<file path="src/rtl/timer_pkg.sv">
// Shared definitions for the timer controller: register map, bit positions, FSM encoding.
// Prescaler-related items are only used when TIMER_PRESCALER_EN is defined.
package timer_pkg;

  localparam logic [4:0] AddrCtrl   = 5'h00;
  localparam logic [4:0] AddrLimit  = 5'h04;
  localparam logic [4:0] AddrCount  = 5'h08;
  localparam logic [4:0] AddrStatus = 5'h0C;
  localparam logic [4:0] AddrPresc  = 5'h10;

  localparam int unsigned CtrlEnBit    = 0;
  localparam int unsigned CtrlModeBit  = 1;
  localparam int unsigned CtrlIeBit    = 2;
  localparam int unsigned StatusExpBit = 0;
  localparam int unsigned StatusRunBit = 1;

  localparam int unsigned PrescWidth = 16;

  typedef enum logic [1:0] {
    StIdle = 2'd0,
    StRun  = 2'd1,
    StDone = 2'd2
  } state_e;

  // Registers are word aligned; the two low address bits never select anything.
  function automatic logic [4:0] word_addr(input logic [4:0] a);
    return {a[4:2], 2'b00};
  endfunction

endpackage

</file>
<file path="src/rtl/timer_counter.sv">
// 32-bit limit counter: counts on tick while enabled, flags expiry at COUNT >= LIMIT,
// then either wraps to 0 (wrap_i) or holds.
module timer_counter (
  input  logic        clk_i,
  input  logic        rst_ni,
  input  logic        clr_i,
  input  logic        en_i,
  input  logic        tick_i,
  input  logic        wrap_i,
  input  logic [31:0] limit_i,
  output logic [31:0] count_o,
  output logic        expire_o
);

  logic [31:0] count_q, count_d;
  logic        at_limit;

  // >= rather than == so a limit lowered below the count expires instead of wrapping 2^32.
  assign at_limit = (count_q >= limit_i);
  assign expire_o = en_i & tick_i & at_limit;
  assign count_o  = count_q;

  always_comb begin
    count_d = count_q;
    if (clr_i) begin
      count_d = '0;
    end else if (en_i && tick_i) begin
      if (!at_limit) begin
        count_d = count_q + 32'd1;
      end else if (wrap_i) begin
        count_d = '0;
      end
    end
  end

  always_ff @(posedge clk_i or negedge rst_ni) begin
    if (!rst_ni) begin
      count_q <= '0;
    end else begin
      count_q <= count_d;
    end
  end

endmodule

</file>
<file path="src/rtl/timer_ctrl.sv">
// Memory-mapped timer controller: bus decode, CTRL/LIMIT/STATUS registers and IDLE/RUN/DONE FSM.
// Define TIMER_PRESCALER_EN to add the PRESC register at 0x10 and a prescaled tick.
module timer_ctrl
  import timer_pkg::*;
#(
  parameter logic [31:0] RESET_LIMIT = 32'hFFFF_FFFF
) (
  input  logic        clk,
  input  logic        rst_n,
  input  logic        we,
  input  logic [4:0]  addr,
  input  logic [31:0] wdata,
  output logic [31:0] rdata,
  output logic        irq,
  output logic        running
);

  state_e      state_q, state_d;
  logic        en_q, en_d, mode_q, mode_d, ie_q, ie_d;
  logic        exp_q, exp_d, irq_q, irq_d, running_q, running_d;
  logic [31:0] limit_q, limit_d;
  logic [31:0] count;
  logic        expire, tick, clr;
  logic [4:0]  waddr;
  logic        ctrl_wr, limit_wr, status_wr;
  logic        unused_addr_lsbs;

  assign waddr            = word_addr(addr);
  assign ctrl_wr          = we && (waddr == AddrCtrl);
  assign limit_wr         = we && (waddr == AddrLimit);
  assign status_wr        = we && (waddr == AddrStatus);
  assign unused_addr_lsbs = ^addr[1:0];

`ifdef TIMER_PRESCALER_EN
  logic [PrescWidth-1:0] presc_q, presc_d, pcnt_q, pcnt_d;
  logic                  presc_wr;

  assign presc_wr = we && (waddr == AddrPresc);
  assign tick     = (state_q == StRun) && (pcnt_q == presc_q);

  always_comb begin
    presc_d = presc_wr ? wdata[PrescWidth-1:0] : presc_q;
    // Any CTRL write is a start, restart or stop, so the prescale phase restarts too.
    if (ctrl_wr || (state_q != StRun) || tick) begin
      pcnt_d = '0;
    end else begin
      pcnt_d = pcnt_q + 1'b1;
    end
  end

  always_ff @(posedge clk or negedge rst_n) begin
    if (!rst_n) begin
      presc_q <= '0;
      pcnt_q  <= '0;
    end else begin
      presc_q <= presc_d;
      pcnt_q  <= pcnt_d;
    end
  end
`else
  assign tick = 1'b1;
`endif

  timer_counter u_counter (
    .clk_i    (clk),
    .rst_ni   (rst_n),
    .clr_i    (clr),
    .en_i     (state_q == StRun),
    .tick_i   (tick),
    .wrap_i   (mode_q),
    .limit_i  (limit_q),
    .count_o  (count),
    .expire_o (expire)
  );

  always_comb begin
    state_d = state_q;
    en_d    = en_q;
    mode_d  = mode_q;
    ie_d    = ie_q;
    limit_d = limit_wr ? wdata : limit_q;
    clr     = 1'b0;
    // A CTRL write overrides the FSM reaction to a simultaneous expiry.
    if (ctrl_wr) begin
      en_d    = wdata[CtrlEnBit];
      mode_d  = wdata[CtrlModeBit];
      ie_d    = wdata[CtrlIeBit];
      clr     = 1'b1;
      state_d = wdata[CtrlEnBit] ? StRun : StIdle;
    end else if (expire && !mode_q) begin
      state_d = StDone;
      en_d    = 1'b0;
    end
    exp_d = exp_q;
    if (status_wr && wdata[StatusExpBit]) begin
      exp_d = 1'b0;
    end
    if (expire) begin
      exp_d = 1'b1;
    end
    irq_d     = exp_q & ie_q;
    running_d = (state_d == StRun);
  end

  always_ff @(posedge clk or negedge rst_n) begin
    if (!rst_n) begin
      state_q   <= StIdle;
      en_q      <= 1'b0;
      mode_q    <= 1'b0;
      ie_q      <= 1'b0;
      limit_q   <= RESET_LIMIT;
      exp_q     <= 1'b0;
      irq_q     <= 1'b0;
      running_q <= 1'b0;
    end else begin
      state_q   <= state_d;
      en_q      <= en_d;
      mode_q    <= mode_d;
      ie_q      <= ie_d;
      limit_q   <= limit_d;
      exp_q     <= exp_d;
      irq_q     <= irq_d;
      running_q <= running_d;
    end
  end

  always_comb begin
    rdata = '0;
    case (waddr)
      AddrCtrl: begin
        rdata[CtrlEnBit]   = en_q;
        rdata[CtrlModeBit] = mode_q;
        rdata[CtrlIeBit]   = ie_q;
      end
      AddrLimit: rdata = limit_q;
      AddrCount: rdata = count;
      AddrStatus: begin
        rdata[StatusExpBit] = exp_q;
        rdata[StatusRunBit] = running_q;
      end
`ifdef TIMER_PRESCALER_EN
      AddrPresc: rdata[PrescWidth-1:0] = presc_q;
`endif
      default: rdata = '0;
    endcase
  end

  assign irq     = irq_q;
  assign running = running_q;

endmodule

</file>
<file path="config.mk">
export PLATFORM = sky130hd
export DESIGN_NAME = timer_ctrl
export DESIGN_NICKNAME = d
export VERILOG_FILES = /design/src/rtl/timer_pkg.sv /design/src/rtl/timer_counter.sv /design/src/rtl/timer_ctrl.sv
export SDC_FILE = /design/constraint.sdc
export NUM_CORES = 1
export LEC_CHECK = 0
export ABC_CLOCK_PERIOD_IN_PS = 3700
export CORE_UTILIZATION = 50
export CTS_CLUSTER_SIZE = 12
export DETAILED_ROUTE_END_ITERATION = 6
export GPL_TIMING_DRIVEN = 0
export PLACE_DENSITY = 0.77
export REMOVE_ABC_BUFFERS = 1
export SYNTH_ARGS = -nofsm -noshare
export SYNTH_HDL_FRONTEND = slang
export SYNTH_SLANG_ARGS = --single-unit
</file>
<file path="constraint.sdc">
create_clock -name clk -period 3.7 [get_ports clk]
set_input_delay 0.37 -clock clk [delete_from_list [all_inputs] [get_ports clk]]
set_output_delay 0.37 -clock clk [all_outputs]
set_load 0.005 [all_outputs]
</file>
==> reports/metrics.csv, run 1 <==
metric;value;unit
status;completed;
grt_pass1_wl;20500;um
groute.layer.met1.usage;0.334;
finalSetupViolations;0;
r2r_cells;8;
diodes;0;
ys_seq_elements;72;
drt_iter0_drc;306;
async_flop_share;1.00;
synth_area_leader_cell;dfrtp_1;
grtUsageMet2;0.429;
synth_top_area_frac;0.209;
finalNonFillerCells;738;
maxCapViolations;0;
wirelength;12500;um
initial_core_util;0.518;
grt_pass1_vias;4306;
viasPerCell;6.07;
critPathKind;reg -> reg;
comb_power_share;0.245;
wire_per_inst;16.9;um
final_nets;677;
cts-buffers-inserted;9;
rsz0062_at_grt;false;
power_leakage;2.49;nW
htree_levels;3;
cts_buffer_depth;2;
slew-limit-headroom;0.432;
intPower;1.66;mW
vias;4478;
min_path_type;in -> async;
dp_cells;713;
die_area;0.00997;mm^2
p_sw;0.741;mW
holdWs;0.519;ns
synth_edf_count;0;
final_common_cell;nand2_1;
clkSinkCount;72;
area_growth;24.1;%
max_freq;294;MHz
drive_gt1_frac;0.128;
drc_errors;0;
netlist_top_cells_area;dfrtp_1 (21%), dfstp_2 (18%), ha_1 (8.6%), nand2_1 (5.6%), a22o_1 (5.5%);
grt_overflow;0;
cts_tree;built;
p_clk_frac;0.320;
ir_drop;0.223;mV
fp.dieW;99.8;um
routabilityCongestion;0.804;
first_pass_iters;5;
yosysUniqueCellTypes;51;
tns;0;ns
dpl.hpwl;8650;um
cp-end-kind;flip-flop;
finalCritPeriodShare;0.920;
pwr-share-seq;0.435;
yosys_warnings;0;
cp-start-kind;flip-flop;
antenna_found_initial;0;
cp.required;3.99;ns
avgSynthCellArea;8.80;um^2
hold_violations;0;
grt_util_all_layers;0.258;
synthFlopType;dfrtp_1;
antenna_left;0;
synth_seq_area_share;0.385;
synth_cells;544;
cp_max_fo;15;
core_area;0.00924;mm^2
syn_area;0.00479;mm^2
slew_viol_final;0;
worst_slew_pin_slew;0.850;ns
busiest_layer;met2;
finalCriticalPeriod;3.41;ns
skew;0.00928;ns
switching_share;0.309;
final_cell_mix;nand2_1 (71), clkdlybuf4s50_1 (70), o21ai_0 (48), dfrtp_1 (40), inv_1 (37);
insertion_delay;0.36;ns
clock-root-buffer;clkbuf_8;
dieHeight;99.8;um
rows;35;
port_buffers;71;
power_density;404;mW/mm^2
clk_pin_slew;0.08;ns
ios;74;
grt_start_max_net_pins;42;
arrival;3.69;ns
met3_usage;0.0425;
==> final timing paths <==
kind	slack [ns]	start	to
worst max-delay path	0.29	limit_q[31]$_DFFE_PN1P_	u_counter.count_o[2]$_DFFE_PN0P_
worst min-delay path	0.52	rst_n	u_counter.count_o[11]$_DFFE_PN0P_
worst max register to register	0.29	limit_q[31]$_DFFE_PN1P_	u_counter.count_o[2]$_DFFE_PN0P_
worst min register to register	0.52	limit_q[19]$_DFFE_PN1P_	limit_q[19]$_DFFE_PN1P_
min in group clk	0.52	limit_q[19]$_DFFE_PN1P_	limit_q[19]$_DFFE_PN1P_
max in group asynchronous	2.55	rst_n	limit_q[1]$_DFFE_PN1P_
==> per-stage QoR <==
stage	total power [mW]	area [um^2]	utilization	setup slack, ns
after global routing	2.53	5940	0.643	0.166
after global placement	1.57	5490	0.594	-3.85
final	2.40	5940	0.643	0.295
after CTS	2.38	5870	0.636	0.0913
after detailed placement	1.60	5610	0.607	-0.672
after floorplan	1.36	4610	-	-1.73
==> Yosys cell counts, types with 12 or more instances <==
| master | number |
|---|---|
| dfstp_2 | 32 |
| a21oi_1 | 16 |
| dfrtp_1 | 40 |
| o21ai_0 | 48 |
| nand2_1 | 71 |
| nand4_1 | 13 |
| a221o_1 | 21 |
| nor4_1 | 12 |
| and2_1 | 12 |
| inv_1 | 37 |
| nor3_1 | 22 |
| a22o_1 | 30 |
| nand3_1 | 21 |
| ha_1 | 33 |
| clkbuf_1 | 28 |
| nor2_1 | 19 |
==> routing by layer <==
metal | vias up | wire [um]
li1 | 2123 | -
met1 | 2168 | 5410
met2 | 159 | 6070
met3 | 28 | 699
met4 | 0 | 308
met5 | - | 0
==> power groups by stage <==
stage	clock [mW]	sequential, mW	combinational (mW)
4_1_cts	0.777	1.04	0.563
3_5_place_dp	0	1.05	0.550
6_report	0.767	1.04	0.588
2_1_floorplan	0	1.02	0.340
5_1_grt	0.810	1.06	0.660
3_3_place_gp	0	1.04	0.521
==> kinds of logic after synthesis <==
group,count (synthesis),share of synthesized area
mux,7,0.0206
flops,72,0.385
compound gates,147,0.220
simple gates,210,0.223
buf+inv,75,0.0659
fa+ha+maj,33,0.0863
==> flip-flops by register name, indices dropped and copies added (netlist names) <==
register	flops
limit_q	32
u_counter.count_o	32
state_q	2
en_q	1
exp_q	1
ie_q	1
irq	1
mode_q	1
running	1
==> area by class of cell <==
cell class / instances / area [um^2]
Fill cell: 763 / 3300
Multi-Input combinational cell: 399 / 2690
Sequential cell: 72 / 1840
Timing Repair Buffer: 84 / 860
Tap cell: 129 / 161
Inverter: 38 / 143
Clock buffer: 9 / 124
Clock inverter: 7 / 119
==> repair_timing <==
| item | in CTS | in global routing |
|---|---|---|
| endpoints found under the hold margin | 15 | 0 |
| buffers inserted | 0 | 6 |
| pin swaps | 1 | 4 |
| cloned | 1 | 1 |
| endpoints found under the setup margin | 20 | 22 |
| resized for setup | 2 | 1 |
| hold buffers | 1 | 0 |
==> worst max-delay path, stage by stage, from the launching register on <==
cell and delay (ns):
dfstp_2 0.53, inv_1 0.06, ha_1 0.30, nand4_1 0.15, or4_1 0.69, o22a_1 0.33, and2_0 0.40, a31oi_4 0.61
a221o_1 0.26
No activity file was read; power rests on OpenSTA's default activity.
==> run 2, diff against run 1 <==
- ABC_CLOCK_PERIOD_IN_PS: 3700 -> default
- CAP_MARGIN: default -> 20
==> reports/metrics.csv, run 2 (same netlist as run 1, synthesis figures left out) <==
metric;value;unit
status;completed;
diodes;0;
ios;74;
cp_max_fo;14;
grt_start_max_net_pins;42;
hold_violations;0;
insertion_delay;0.35;ns
wirelength;12300;um
slew-limit-headroom;0.410;
skew;0.00754;ns
clock-root-buffer;clkbuf_8;
cp.required;3.99;ns
final-seq-area;0.00184;mm^2
grt_pass1_vias;4278;
worst_slack;0.164;ns
die_area;0.00997;mm^2
r2r_slack;0.16;ns
tns;0;ns
maxCapViolations;0;
grt_overflow;0;
wire_per_inst;16.8;um
critPathKind;reg -> reg;
cts-buffers-inserted;9;
worstReg2RegStart;limit_q[30]$_DFFE_PN1P_;
drc_errors;0;
finalSetupViolations;0;
vias;4408;
ir_drop;0.216;mV
cp-end-kind;flip-flop;
htree_levels;3;
final_common_cell;nand2_1;
cts_tree;built;
area_growth;23.1;%
finalCriticalPeriod;3.54;ns
drive_gt1_frac;0.122;
fp.dieW;99.8;um
power_density;395;mW/mm^2
grt_util_all_layers;0.262;
port_buffers;71;
fillers;780;
arrival;3.83;ns
rows;35;
final_cell_mix;nand2_1 (71), clkdlybuf4s50_1 (70), o21ai_0 (48), dfrtp_1 (40), inv_1 (37);
drt_iter0_drc;216;
finalCritPeriodShare;0.956;
multi_input_area;0.00268;mm^2
min_path_type;in -> async;
clkSinkCount;72;
cts_buffer_depth;2;
worst_slew_pin_slew;0.882;ns
antenna_left;0;
max_freq;283;MHz
r2r_cells;8;
grt_pass1_wl;20800;um
cp-start-kind;flip-flop;
viasPerCell;6.00;
holdWs;0.516;ns
dpl.hpwl;8680;um
clk_pin_slew;0.08;ns
crit_path_cell_trace;inv_1, ha_1, nand4_1, or4_1, o22a_1, and2_0, a31oi_2, a221o_1;
antenna_found_initial;0;
slew_viol_final;0;
timing.rr.end;u_counter.count_o[13]$_DFFE_PN0P_;
power_leakage;2.47;nW
max_stage_delay;0.75;ns
dieHeight;99.8;um
first_pass_iters;4;
core_area;0.00924;mm^2
dp_slack;-0.357;ns
initial_core_util;0.518;
final_nets;674;
crit_path_top_delay_cell;a31oi_2;
routabilityCongestion;0.804;
rsz0062_at_grt;false;
startpoint;limit_q[30]$_DFFE_PN1P_;
endpoint;u_counter.count_o[13]$_DFFE_PN0P_;
-- run 2: routing by layer --
layer  track usage  part of all wire
met3        0.0327             0.047
met2         0.441              0.49
met4        0.0928             0.018
met5             0                 0
met1         0.350              0.45
-- run 2: power by group --
group	leakage, nW	switching (mW)	total (mW)	internal [mW]
clock network	0.106	0.306	0.703	0.397
registers	0.869	0.0984	1.04	0.946
logic	1.49	0.322	0.578	0.256
total	2.47	0.726	2.32	1.60
-- run 2: final cells by class --
class                           count  share of cell area
Clock buffer                       11              0.0240
Tap cell                          129              0.0274
Inverter                           38              0.0242
Clock inverter                      5              0.0136
Multi-Input combinational cell    399               0.455
Timing Repair Buffer               81               0.143
Sequential cell                    72               0.313
-- run 2: worst min-delay path by stage --
stage | endpoint | cells past startpoint
finish | u_counter.count_o[15]$_DFFE_PN0P_ | 2
detailed placement | u_counter.count_o[17]$_DFFE_PN0P_ | 1
CTS | limit_q[28]$_DFFE_PN1P_ | 2
floorplan | en_q$_DFFE_PN0P_ | 0
global route | limit_q[30]$_DFFE_PN1P_ | 2
global placement | ie_q$_DFFE_PN0P_ | 2
-- run 2: repair_timing --
item,4_1_cts,5_1_grt
resized for setup,1,1
setup endpoints to repair,20,19
buffers inserted,0,2
hold buffers,1,0
hold endpoints to repair,15,0
pin swaps,2,1
cloned,1,1
-- run 2: critical path, delay by kind of cell (launching register included) --
| kind | cells | cell delay, ns |
|---|---|---|
| AO/OA/AOI/OAI | 3 | 1.36 |
| buffers and inverters | 1 | 0.05 |
| adder cells (fa/ha/maj) | 1 | 0.30 |
| flip-flops | 1 | 0.54 |
| AND/OR/NAND/NOR | 3 | 1.22 |
-- run 2: metrics by stage --
step,util,cell area (um^2),std cells,power (mW)
floorplan,-,4610,507,1.36
global placement,0.594,5490,707,1.57
detailed placement,0.608,5620,714,1.61
CTS,0.634,5860,732,2.32
global route,0.638,5890,735,2.46
finish,0.638,5890,735,2.32
==> run 3, diff against run 2 <==
- CORE_UTILIZATION: 50 -> 30
- PLACE_DENSITY: 0.77 -> 0.53
- clock period: 3.7 -> 3 ns (I/O delays scaled with it)
==> reports/metrics.csv, run 3 (same netlist as run 1, synthesis figures left out) <==
metric;value;unit
status;completed;
worst_slew_pin_slew;0.908;ns
drc_errors;0;
htree_levels;3;
vias;4482;
drt_iter0_drc;242;
cp_num_buf_inv;3;
initial_core_util;0.311;
drive_gt1_frac;0.181;
path_delay_family;simple AND/OR/NAND/NOR gates;
wirelength;13800;um
max_stage_delay;0.53;ns
diodes;0;
clkSinkCount;72;
cts_buffer_depth;2;
finalNonFillerCells;836;
power_leakage;2.67;nW
cp-end-kind;flip-flop;
dpl.hpwl;9250;um
arrival;3.20;ns
dp_cells;795;
area_growth;35.3;%
final_common_cell;clkdlybuf4s50_1;
final_cell_mix;clkdlybuf4s50_1 (70), nand2_1 (68), o21ai_0 (48), dfrtp_1 (40), inv_1 (34);
finalCritPeriodShare;0.995;
fp.dieW;128;um
grt_start_max_net_pins;53;
grt_overflow;0;
ios;74;
viasPerCell;5.36;
slew_viol_final;0;
antenna_left;0;
power_density;522;mW/mm^2
dp_slack;-1.17;ns
core_area;0.0154;mm^2
final_nets;693;
cp.required;3.22;ns
rows;45;
first_pass_iters;5;
die_area;0.0165;mm^2
final_core_util;0.421;
skew;0.00988;ns
grt_pass1_wl;22500;um
ir_drop;0.259;mV
grt_util_all_layers;0.174;
critPathKind;reg -> reg;
worst_slack;0.0161;ns
cts-buffers-inserted;9;
max_freq;335;MHz
wire_per_inst;16.5;um
hold_violations;0;
clock-root-buffer;clkbuf_16;
crit_path_top_delay_cell;dfstp_2;
insertion_delay;0.34;ns
finalCriticalPeriod;2.98;ns
slew-limit-headroom;0.393;
rsz0062_at_grt;true;
antenna_found_initial;0;
holdWs;0.408;ns
min_path_type;in -> async;
finalSetupViolations;0;
clk_pin_slew;0.06;ns
fillers;1512;
crit_path_cell_trace;inv_2, ha_4, nand2_4, nor4_4, or4b_4, a311oi_4, clkbuf_16, buf_4, nor4b_1, a221o_1;
cp-start-kind;flip-flop;
cts_tree;built;
grt_pass1_vias;4468;
port_buffers;71;
maxCapViolations;0;
dieHeight;128;um
cp_max_fo;7;
routabilityCongestion;0.755;
run 3: changes by cell type in the layout (fill, tap and decap cells not counted), sizes merged:
cell,delta
nor2,+1
clkbuf,+2
clkinvlp,-1
buf,+16
bufinv,+1
run 3: repair_timing:
item,4_1_cts,5_1_grt
pin swaps,6,14
buffers inserted,12,7
endpoints found under the setup margin,34,30
cloned,2,3
hold buffers,1,0
endpoints found under the hold margin,5,0
resized for setup,8,28
run 3: metrics by stage:
step / power (mW) / TNS, ns / instance area, um^2
CTS: 3.38 / 0 / 6270
global route: 3.57 / -1.65 / 6480
finish: 3.38 / 0 / 6480
detailed placement: 1.99 / -28.29 / 5740
global placement: 1.96 / -255.81 / 5590
floorplan: 1.68 / -69.43 / 4610
run 3: cell type report:
| type | instances | area [um^2] | area share |
|---|---|---|---|
| clock inverter | 5 | 103 | 0.0158 |
| inverter | 38 | 143 | 0.0220 |
| sequential | 72 | 1840 | 0.284 |
| timing repair buffer | 99 | 1060 | 0.163 |
| clock buffer | 11 | 253 | 0.0390 |
| tap | 211 | 264 | 0.0407 |
| multi-input combinational | 400 | 2820 | 0.435 |
run 3: path summary, 6_finish.rpt:
check                                                     to  cells after the start  slack (ns)               startpoint
setup reg to reg           u_counter.count_o[20]$_DFFE_PN0P_                     10        0.02  limit_q[15]$_DFFE_PN1P_
hold / removal             u_counter.count_o[13]$_DFFE_PN0P_                      2        0.41                    rst_n
max in group asynchronous             limit_q[3]$_DFFE_PN1P_                      3        1.97                    rst_n
setup / recovery           u_counter.count_o[20]$_DFFE_PN0P_                     10        0.02  limit_q[15]$_DFFE_PN1P_
min in group clk                      limit_q[7]$_DFFE_PN1P_                      3        0.49                 wdata[7]
hold reg to reg                             ie_q$_DFFE_PN0P_                      2        0.49         ie_q$_DFFE_PN0P_
run 3: worst register-to-register path, cell delays in order, from the launching register on:
cell and delay, ns:
dfstp_2 0.53, inv_2 0.05, ha_4 0.27, nand2_4 0.06
nor4_4 0.31, or4b_4 0.52, a311oi_4 0.44, clkbuf_16 0.24
buf_4 0.12, nor4b_1 0.04, a221o_1 0.27
run 3: power by group:
group | internal [mW] | leakage (nW) | total (mW) | switching [mW]
logic | 0.377 | 1.63 | 0.812 | 0.435
registers | 1.17 | 0.869 | 1.28 | 0.117
clock network | 0.856 | 0.172 | 1.28 | 0.428
total | 2.40 | 2.67 | 3.38 | 0.980
run 3: routing by layer:
| metal | up-vias | track usage | wire length [um] |
|---|---|---|---|
| met5 | - | 0 | 0 |
| met4 | 0 | 0.0616 | 241 |
| met3 | 20 | 0.0422 | 796 |
| met2 | 116 | 0.288 | 6570 |
| met1 | 2168 | 0.221 | 6150 |
| li1 | 2178 | - | - |
